**src/rtl/cpu_pkg.sv**
```systemverilog
// cpu_pkg: definitions shared by the fetch stage and the decoder.
//   fetch_state_t  fetch-stage FSM states (INIT/RUN/DRAIN/HALT)
//   OPC_HALT       end-of-program opcode
//   HALT_WORD      terminator word returned by instruction memory
//   NOP_WORD       bubble inserted into IF/ID
//   INIT_PC        PC value during the reset/init cycle
package cpu_pkg;

  localparam logic [5:0]  OPC_HALT     = 6'b111111;
  localparam logic [31:0] HALT_WORD    = {OPC_HALT, 26'd0};
  localparam logic [31:0] NOP_WORD     = 32'h0000_0000;
  localparam logic [31:0] INIT_PC      = 32'hFFFF_FFFC;
  localparam int unsigned DRAIN_CYCLES = 3;

  typedef enum logic [1:0] {
    FS_INIT  = 2'd0,
    FS_RUN   = 2'd1,
    FS_DRAIN = 2'd2,
    FS_HALT  = 2'd3
  } fetch_state_t;

endpackage

```
**src/rtl/ifid_reg.sv**
```systemverilog
// ifid_reg: IF/ID pipeline register with hold, clear-to-NOP and valid bit.
//   clk, rst    rising-edge clock, synchronous active-high reset
//   clear       load NOP_WORD / pc4=0 / valid=0 (wins over load)
//   load        capture instr and pc4, set valid
//   instr, pc4  values to capture
//   ifid_instr, ifid_pc4, ifid_valid  register outputs
// With neither clear nor load the register holds.
module ifid_reg
  import cpu_pkg::*;
#(
  parameter logic [31:0] NOP_VALUE = NOP_WORD
) (
  input  logic        clk,
  input  logic        rst,
  input  logic        clear,
  input  logic        load,
  input  logic [31:0] instr,
  input  logic [31:0] pc4,
  output logic [31:0] ifid_instr,
  output logic [31:0] ifid_pc4,
  output logic        ifid_valid
);

  always_ff @(posedge clk) begin
    if (rst || clear) begin
      ifid_instr <= NOP_VALUE;
      ifid_pc4   <= '0;
      ifid_valid <= 1'b0;
    end else if (load) begin
      ifid_instr <= instr;
      ifid_pc4   <= pc4;
      ifid_valid <= 1'b1;
    end
  end

endmodule

```
**src/rtl/pc_fetch.sv**
```systemverilog
// pc_fetch: MIPS instruction-fetch stage.
// Owns the PC, drives the instruction-memory address, fills IF/ID with the
// returned word and PC+4, and handles stall, flush and branch/jump redirects.
// On the end-of-program word it waits DRAIN_CYCLES cycles (so an older branch
// can still redirect) and then halts until reset.
//   clk, rst                      rising-edge clock, sync active-high reset
//   stall                         hold PC and IF/ID
//   flush                         replace IF/ID with a bubble
//   branch_taken, branch_target   resolved taken branch (beats jump)
//   jump, jump_target             jump decoded in ID
//   instr_addr                    address to instruction memory (= PC)
//   instr_in                      instruction word for instr_addr
//   ifid_instr, ifid_pc4, ifid_valid  IF/ID register
//   halted                        front end stopped
// Optional (`define FETCH_PERF_EN):
//   fetch_cnt  saturating count of edges writing a valid IF/ID entry
//   stall_cnt  saturating count of RUN edges stalled without redirect
module pc_fetch
  import cpu_pkg::*;
#(
  parameter logic [31:0] HALT_WORD    = cpu_pkg::HALT_WORD,
  parameter logic [31:0] NOP_WORD     = cpu_pkg::NOP_WORD,
  parameter logic [31:0] INIT_PC      = cpu_pkg::INIT_PC,
  parameter int unsigned DRAIN_CYCLES = cpu_pkg::DRAIN_CYCLES
) (
  input  logic        clk,
  input  logic        rst,
  input  logic        stall,
  input  logic        flush,
  input  logic        branch_taken,
  input  logic [31:0] branch_target,
  input  logic        jump,
  input  logic [31:0] jump_target,
  output logic [31:0] instr_addr,
  input  logic [31:0] instr_in,
  output logic [31:0] ifid_instr,
  output logic [31:0] ifid_pc4,
  output logic        ifid_valid,
  output logic        halted
`ifdef FETCH_PERF_EN
  ,
  output logic [31:0] fetch_cnt,
  output logic [31:0] stall_cnt
`endif
);

  localparam int unsigned CW = (DRAIN_CYCLES > 1) ? $clog2(DRAIN_CYCLES) : 1;

  fetch_state_t  state;
  logic [31:0]   pc;
  logic [CW-1:0] drain_cnt;

  logic          redirect;
  logic [31:0]   target;
  logic [31:0]   pc_plus4;
  logic          halt_hit;
  logic          ifid_clear;
  logic          ifid_load;

  always_comb begin
    redirect = branch_taken || jump;
    target   = branch_taken ? branch_target : jump_target;
    target   = target & ~32'd3;
    pc_plus4 = pc + 32'd4;
    halt_hit = (instr_in == HALT_WORD);
  end

  // IF/ID control mirrors the RUN priority: redirect, flush, stall, halt word.
  // Outside RUN the register is kept at the bubble.
  always_comb begin
    ifid_clear = 1'b0;
    ifid_load  = 1'b0;
    if (state != FS_RUN) begin
      ifid_clear = 1'b1;
    end else if (redirect || flush) begin
      ifid_clear = 1'b1;
    end else if (!stall) begin
      if (halt_hit) ifid_clear = 1'b1;
      else          ifid_load  = 1'b1;
    end
  end

  always_ff @(posedge clk) begin
    if (rst) begin
      pc        <= INIT_PC;
      state     <= FS_INIT;
      drain_cnt <= '0;
      halted    <= 1'b0;
    end else begin
      unique case (state)
        FS_INIT: begin
          pc    <= '0;
          state <= FS_RUN;
        end
        FS_RUN: begin
          if (redirect) begin
            pc <= target;
          end else if (stall) begin
            pc <= pc;
          end else if (flush) begin
            pc <= pc_plus4;
          end else if (halt_hit) begin
            drain_cnt <= CW'(DRAIN_CYCLES - 1);
            state     <= FS_DRAIN;
          end else begin
            pc <= pc_plus4;
          end
        end
        FS_DRAIN: begin
          if (redirect) begin
            pc    <= target;
            state <= FS_RUN;
          end else if (drain_cnt == '0) begin
            state  <= FS_HALT;
            halted <= 1'b1;
          end else begin
            drain_cnt <= drain_cnt - CW'(1);
          end
        end
        FS_HALT: begin
          halted <= 1'b1;
        end
        default: begin
          state <= FS_INIT;
        end
      endcase
    end
  end

  assign instr_addr = pc;

  ifid_reg #(
    .NOP_VALUE (NOP_WORD)
  ) u_ifid (
    .clk        (clk),
    .rst        (rst),
    .clear      (ifid_clear),
    .load       (ifid_load),
    .instr      (instr_in),
    .pc4        (pc_plus4),
    .ifid_instr (ifid_instr),
    .ifid_pc4   (ifid_pc4),
    .ifid_valid (ifid_valid)
  );

`ifdef FETCH_PERF_EN
  always_ff @(posedge clk) begin
    if (rst) begin
      fetch_cnt <= '0;
      stall_cnt <= '0;
    end else begin
      if (ifid_load && (fetch_cnt != '1))
        fetch_cnt <= fetch_cnt + 32'd1;
      if ((state == FS_RUN) && stall && !redirect && (stall_cnt != '1))
        stall_cnt <= stall_cnt + 32'd1;
    end
  end
`endif

endmodule

```
**config.mk**
```make
export PLATFORM = sky130hd
export DESIGN_NAME = pc_fetch
export DESIGN_NICKNAME = d
export VERILOG_FILES = /design/src/rtl/cpu_pkg.sv /design/src/rtl/ifid_reg.sv /design/src/rtl/pc_fetch.sv
export SDC_FILE = /design/constraint.sdc
export NUM_CORES = 1
export LEC_CHECK = 0
export ABC_AREA = 1
export CAP_MARGIN = 10
export CORE_MARGIN = 5
export CORE_UTILIZATION = 60
export DETAILED_ROUTE_END_ITERATION = 6
export DONT_BUFFER_PORTS = 1
export PLACE_DENSITY = 0.76
export RECOVER_POWER = 100
export SYNTH_ARGS = -nofsm -noshare
export SYNTH_HDL_FRONTEND = slang
export SYNTH_SLANG_ARGS = --single-unit
```
**constraint.sdc**
```tcl
create_clock -name clk -period 3.25 [get_ports clk]
set_clock_uncertainty 0.2 [all_clocks]
set_input_delay 0.325 -clock clk [delete_from_list [all_inputs] [get_ports clk]]
set_output_delay 0.325 -clock clk [all_outputs]
set_load 0.005 [all_outputs]
```
Word-level counts from Yosys, hierarchy flattened
Cells that the tools add are included.
- register bits: 102
- input port bits: 102
- output and inout port bits: 98
- word-level logic and storage cells: 65
- add/sub/neg operators: 2
- equal/unequal tests: 16
- mux-type cells: 28
- reduce and logical (&&, ||, !) cells: 12
- operator list (cell ; count):
    2-to-1 mux 32 bit ; 6
    case mux 32 bit (3 select lines) ; 1
    adder 32 x 3 -> 32 bit, second input constant ; 1
    equality test 32 bit, second input constant ; 1
    2-to-1 mux 2 bit ; 8
    inequality test 2 bit, second input constant ; 8
    2-to-1 mux 1 bit ; 10
    AND reduction 7 bit ; 1
    inequality test 3 bit, second input constant ; 2
    case mux 2 bit (3 select lines) ; 1
    AND reduction 6 bit ; 1
    equality test 2 bit, second input constant ; 2
    logical NOT 2 bit ; 2
    inequality test 4 bit, second input constant ; 1
    case mux 2 bit (2 select lines) ; 1
    AND reduction 4 bit ; 1
    nonzero test 2 bit ; 2
    logical OR 1 bit ; 3
    AND reduction 3 bit ; 1
    nonzero test 3 bit ; 1
    equality test 2 x 1 -> 1 bit, second input constant ; 1
    inequality test 2 x 1 -> 1 bit, second input constant ; 1
    case mux 1 bit (2 select lines) ; 1
    subtractor 2 x 1 -> 2 bit, second input constant ; 1

Depth between registers and ports, before layout
- depth after elaboration: 6
- gate-level depth with buffers: 13
- mapped depth without buffers: 12

By module
A second synthesis with hierarchy kept.
- cell total of the unflattened synthesis: 981
- area total of the unflattened synthesis: 5954.5 um2
- modules (own cells, without submodules) (module ; times used ; cells each ; area each (um2) ; sequential area each (um2)):
    pc_fetch ; 1 ; 573 ; 3299.4 ; 700.7
    ifid_reg ; 1 ; 408 ; 2655.0 ; 1301.2

Worst setup path before layout
OpenSTA, ideal clock, no wires.
- path type: register to register
- from: register state[0]
- to: register u_ifid.ifid_instr[22]
- data arrival time: 1568 ps
- slack: 1350 ps
- stages on the path, launching flop included: 12
- clock period less this slack: 1900 ps
- cell sequence: dfxtp_1 -> ha_1 -> buf_2 -> inv_2 -> nor2_4 -> inv_2 -> nor3_2 -> nand2_1 -> buf_2 -> buf_2 -> nand2_1 -> a21oi_1
- word-level cells in the longest chain between the ends: 3
- elaborated cells on any way between the ends: 4
- those cells by class: eq/ne: 1; mux: 2; reduce/logical: 1
- ends and longest elaborated chain (element ; line ; RTL):
    from (decl) ; pc_fetch.sv:49 ; fetch_state_t state;
    from (signal assigned) ; pc_fetch.sv:86 ; state <= FS_INIT;
    from (signal assigned) ; pc_fetch.sv:93 ; state <= FS_RUN;
    from (signal assigned) ; pc_fetch.sv:104 ; state <= FS_DRAIN;
    inequality test 2 x 1 -> 1 bit (*) ; pc_fetch.sv:73 ; if (state != FS_RUN) begin
    2-to-1 mux 1 bit ; pc_fetch.sv:73 ;
    logical OR 1 bit ; ifid_reg.sv:25 ; if (rst || clear) begin
    to (signal assigned) ; ifid_reg.sv:30 ; ifid_instr <= instr;
    to (decl) ; ifid_reg.sv:19 ; output logic [31:0] ifid_instr,
Every way passes the cells marked *; elsewhere a longest branch is shown, timed or not.
A chain may end at the register's enable or synchronous reset.

Final worst setup path
- from: input port branch_taken
- to: register pc[26], in the netlist instr_addr[26]
- word-level cells in the longest chain between the ends: 3
- elaborated cells on any way between the ends: 9
- those cells by class: eq/ne: 3; mux: 4; reduce/logical: 2
- ends and longest elaborated chain (element ; line ; RTL):
    from (decl) ; pc_fetch.sv:30 ; input logic branch_taken,
    2-to-1 mux 32 bit or logical OR 1 bit (tied branches) ; pc_fetch.sv:62, pc_fetch.sv:61 ;
    2-to-1 mux 32 bit (tied with other cells) ; pc_fetch.sv:110 ; if (redirect) begin
    case mux 32 bit (3 select lines) or AND reduction 4 bit (tied branches) ; n/a ;
    to (signal assigned) ; pc_fetch.sv:97 ; pc <= target;
    to (signal assigned) ; pc_fetch.sv:99 ; pc <= pc;
    to (signal assigned) ; pc_fetch.sv:111 ; pc <= target;
    to (decl) ; pc_fetch.sv:50 ; logic [31:0] pc;
Parallel ways exist; a longest one is shown, timed or not. The select of a mux whose other input is x is not followed.

==> results by group <==
Finish
  • Fill count: 811
  • Nets@finish: 991
  • Layout overhead on the synthesized area: 10.8%
  • Layout cells sized above 1: 4.28%
  • Antenna diodes: 0
  • Design Area, Final: 0.00598 mm^2

Synthesis
  • Yosys cell types: 33
  • Yosys top cell by area: dfxtp_1
  • Synth warn: 0
  • Synth top area share: a little over a third
  • Synth Area per Inst: 6.22 um^2
  • Yosys reg bits: 98
  • Post-synthesis sequential area ratio: 36.4%
  • Post-Synthesis Cells: 868
  • Top post-synthesis cells by area: dfxtp_1 36%, nand2_1 25%, a21oi_1 9.2%, nor2_1 5.8%, inv_1 4.0%
  • Mapped cell area: 0.00540 mm^2

Clock network
  • H-Tree Depth: 3
  • Post_cts resized: 0
  • CTS Buf Count: 9
  • Clock sink total: 98
  • CTS tree: yes
  • Reg clk slew, reported paths: 110 ps
  • Clk buf depth: 2
  • Root buf cell: clkbuf_8
  • Clk_lat worst skew: 370 ps

Detailed routing
  • Vias per cell: 5.71
  • Routed wire length: 17,100 um
  • Initial drt markers: 410
  • Routed Antenna Nets: 0
  • First-pass DRT Iterations: 5
  • Drt wl/cell: 17.1 um
  • Via count: about 5,700
  • Drt drc: 0

Global routing
  • Largest net degree at the start of global routing: 65
  • Vias in the first global route: ~5,400
  • GRT overflow: 0
  • Initial antenna violation count: 0
  • First-pass GRT wire length: 27,500 um
  • Total track usage: 30.1%

Setup path
  • Critical Path Sink: instr_addr[26]
  • Critical Path Start: branch_taken
  • R2R Path Start: state[1]
  • Slowest CP cell: dlygate4sd3_1
  • Flop-to-flop setup slack: 580 ps
  • R2r worst-path depth: 13
  • Crit-path max cell delay: just over 600 ps
  • Crit-path max FO: 31
  • Worst Path Arrival: 2840 ps
  • CP top delay family: buffers and inverters
  • Kind of critical path: in2reg
  • Critical path's most frequent cell: nor2_1
  • Worst path depth: 13
  • Crit end category: register
  • Cell Chain, Critical Path: dlygate4sd3_1, nor2_1, inv_1, nor2_4, inv_1, o21ai_0, nor2_1, nand2_1, buf_4, nor2_1, buf_4, o21ai_0, nand2_1
  • Reg2reg end: instr_addr[26]
  • Worst setup SP type: primary input
  • Crit path buf inv count: 5
  • CP required: approximately 3300 ps

Floorplan
  • Ports: 200
  • Die W: ~100 um
  • CORE AREA: 0.00876 mm^2
  • Initial Util: 61.6%
  • Die Ht: 105 um
  • Die area: about 0.011 mm^2
  • Standard-cell rows: 34

Placed design
  • HPWL after DPL: 12,400 um
  • IO buf count: 0
  • GPL Wtd Cong: 0.941
  • Cell Area, Placed: 0.00541 mm^2

Timing
  • Fmax: between 0.3 and 0.4 GHz
  • Final hold viol count: 0
  • Relative slew slack: 58.5%
  • Period Utilization, post-route: between 80 and 90%
  • RSZ-0062 raised after global routing: false
  • Max-slew violation count: 0
  • WHS: 16.4 ps
  • Setup violations, final: 0
  • Worst Tran Pin Value: 622 ps
  • Final min period: 2770 ps
  • Setup_tns: 0 ps

Status
  • Status: completed

Power and ir drop
  • Lkg Pwr: 2.46 nW
  • Power Dens Cells: 468 mW/mm^2
  • Max rail drop VDD: 265 uV

Hold path
  • Worst hold stages: 4
  • Hold crit path type: in2reg

Run
  • Max_cap viols: 0
[how the worst min path moves through the flow]
stage                             from            endpoint  slack, ps
floorplan           u_ifid.ifid_pc4[2]  u_ifid.ifid_pc4[2]        260
global placement                   rst            state[0]        200
detailed placement                 rst              halted        200
CTS                     jump_target[5]       instr_addr[5]         10
global route            jump_target[5]       instr_addr[5]         20
finish                  jump_target[5]       instr_addr[5]         20
[per-layer routing]
metal  part of all wire, %  routed length, um  vias to the layer above  GRT usage [%]
li1                      -                  -                     2780              -
met1                    39               6720                     2543           37.7
met5                     0                  0                        -              0
met3                    12               2040                       39           9.25
met2                    47               8000                      330           50.2
met4                   1.9                316                        0           8.31
[Yosys cell counts, drive strengths merged]
master    n
xor2      6
nand2   355
mux2i     8
nor3     13
conb      1
dfxtp    98
o31ai     3
buf      27
nand4    14
inv      62
o211ai    6
or2      10
xnor2     4
a21oi    99
and3      1
o21bai    1
nor2     87
ha        6
o21ai    15
nand3b    5
o32ai     3
clkbuf   16
nand3    26
and2      2
[registers in the layout, indices dropped and copies added, names as in the netlist]
name	flops
u_ifid.ifid_pc4	30
drain_cnt	2
u_ifid.ifid_instr	32
state	2
u_ifid.ifid_valid	1
instr_addr	30
halted	1
[cell usage in the layout, fill, tap and decap left out, drive strengths merged, types with 4 or more instances in the layout]
cell,instances
conb,4
o211ai,6
nand3b,5
o21ai,15
mux2i,8
a21oi,99
nor2,87
nand4,14
nor3,13
or2,10
xnor2,4
nand3,26
dfxtp,98
inv,65
dlygate4sd3,36
nand2,355
ha,6
buf,8
clkbuf,10
xor2,6
[stage by stage]
step	total power [mW]	setup slack, ps	util, %	instances
after floorplan	1.82	1350	-	871
after global placement	1.96	905	61.7	943
after detailed placement	1.97	852	61.7	943
after CTS	2.80	784	68.3	996
after global routing	2.94	300	68.2	996
final	2.80	477	68.2	996
[worst min-delay path, delay by kind of cell]
family,cells,cell delay (ps)
simple gates,3,150
compound gates,1,70
[cell families after synthesis]
logic type | Yosys count | synth area share [%]
flip-flops | 98 | 36.4
other | 1 | 0.0695
buffers and inverters | 105 | 8.05
AND/OR/NAND/NOR | 513 | 38.6
adder cells (fa/ha/maj) | 6 | 1.39
multiplexers | 8 | 1.48
AO/OA/AOI/OAI | 127 | 12.5
XOR/XNOR | 10 | 1.62
[power by group]
group	switching (mW)	internal (mW)	leakage, nW
registers	0.114	1.26	0.801
clock network	0.479	0.318	0.101
logic	0.414	0.212	1.55
total	1.01	1.79	2.46
[layout make-up]
| class | count | area, um^2 | area share, % |
|---|---|---|---|
| clock buffer | 10 | 138 | 2.30 |
| clock inverter | 6 | 57.6 | 0.963 |
| inverter | 62 | 233 | 3.89 |
| multi-input combinational | 668 | 3010 | 50.3 |
| sequential | 98 | 1960 | 32.8 |
| tap | 108 | 135 | 2.26 |
| timing repair buffer | 44 | 445 | 7.45 |
[what timing repair did]
item / 4_1_cts / 5_1_grt
endpoints found under the setup margin: 0 / 0
hold endpoints to repair: 67 / 0
hold buffers: 37 / 0
buffers inserted: 0 / 0
Note: power is estimated with default switching activity, not from simulation.
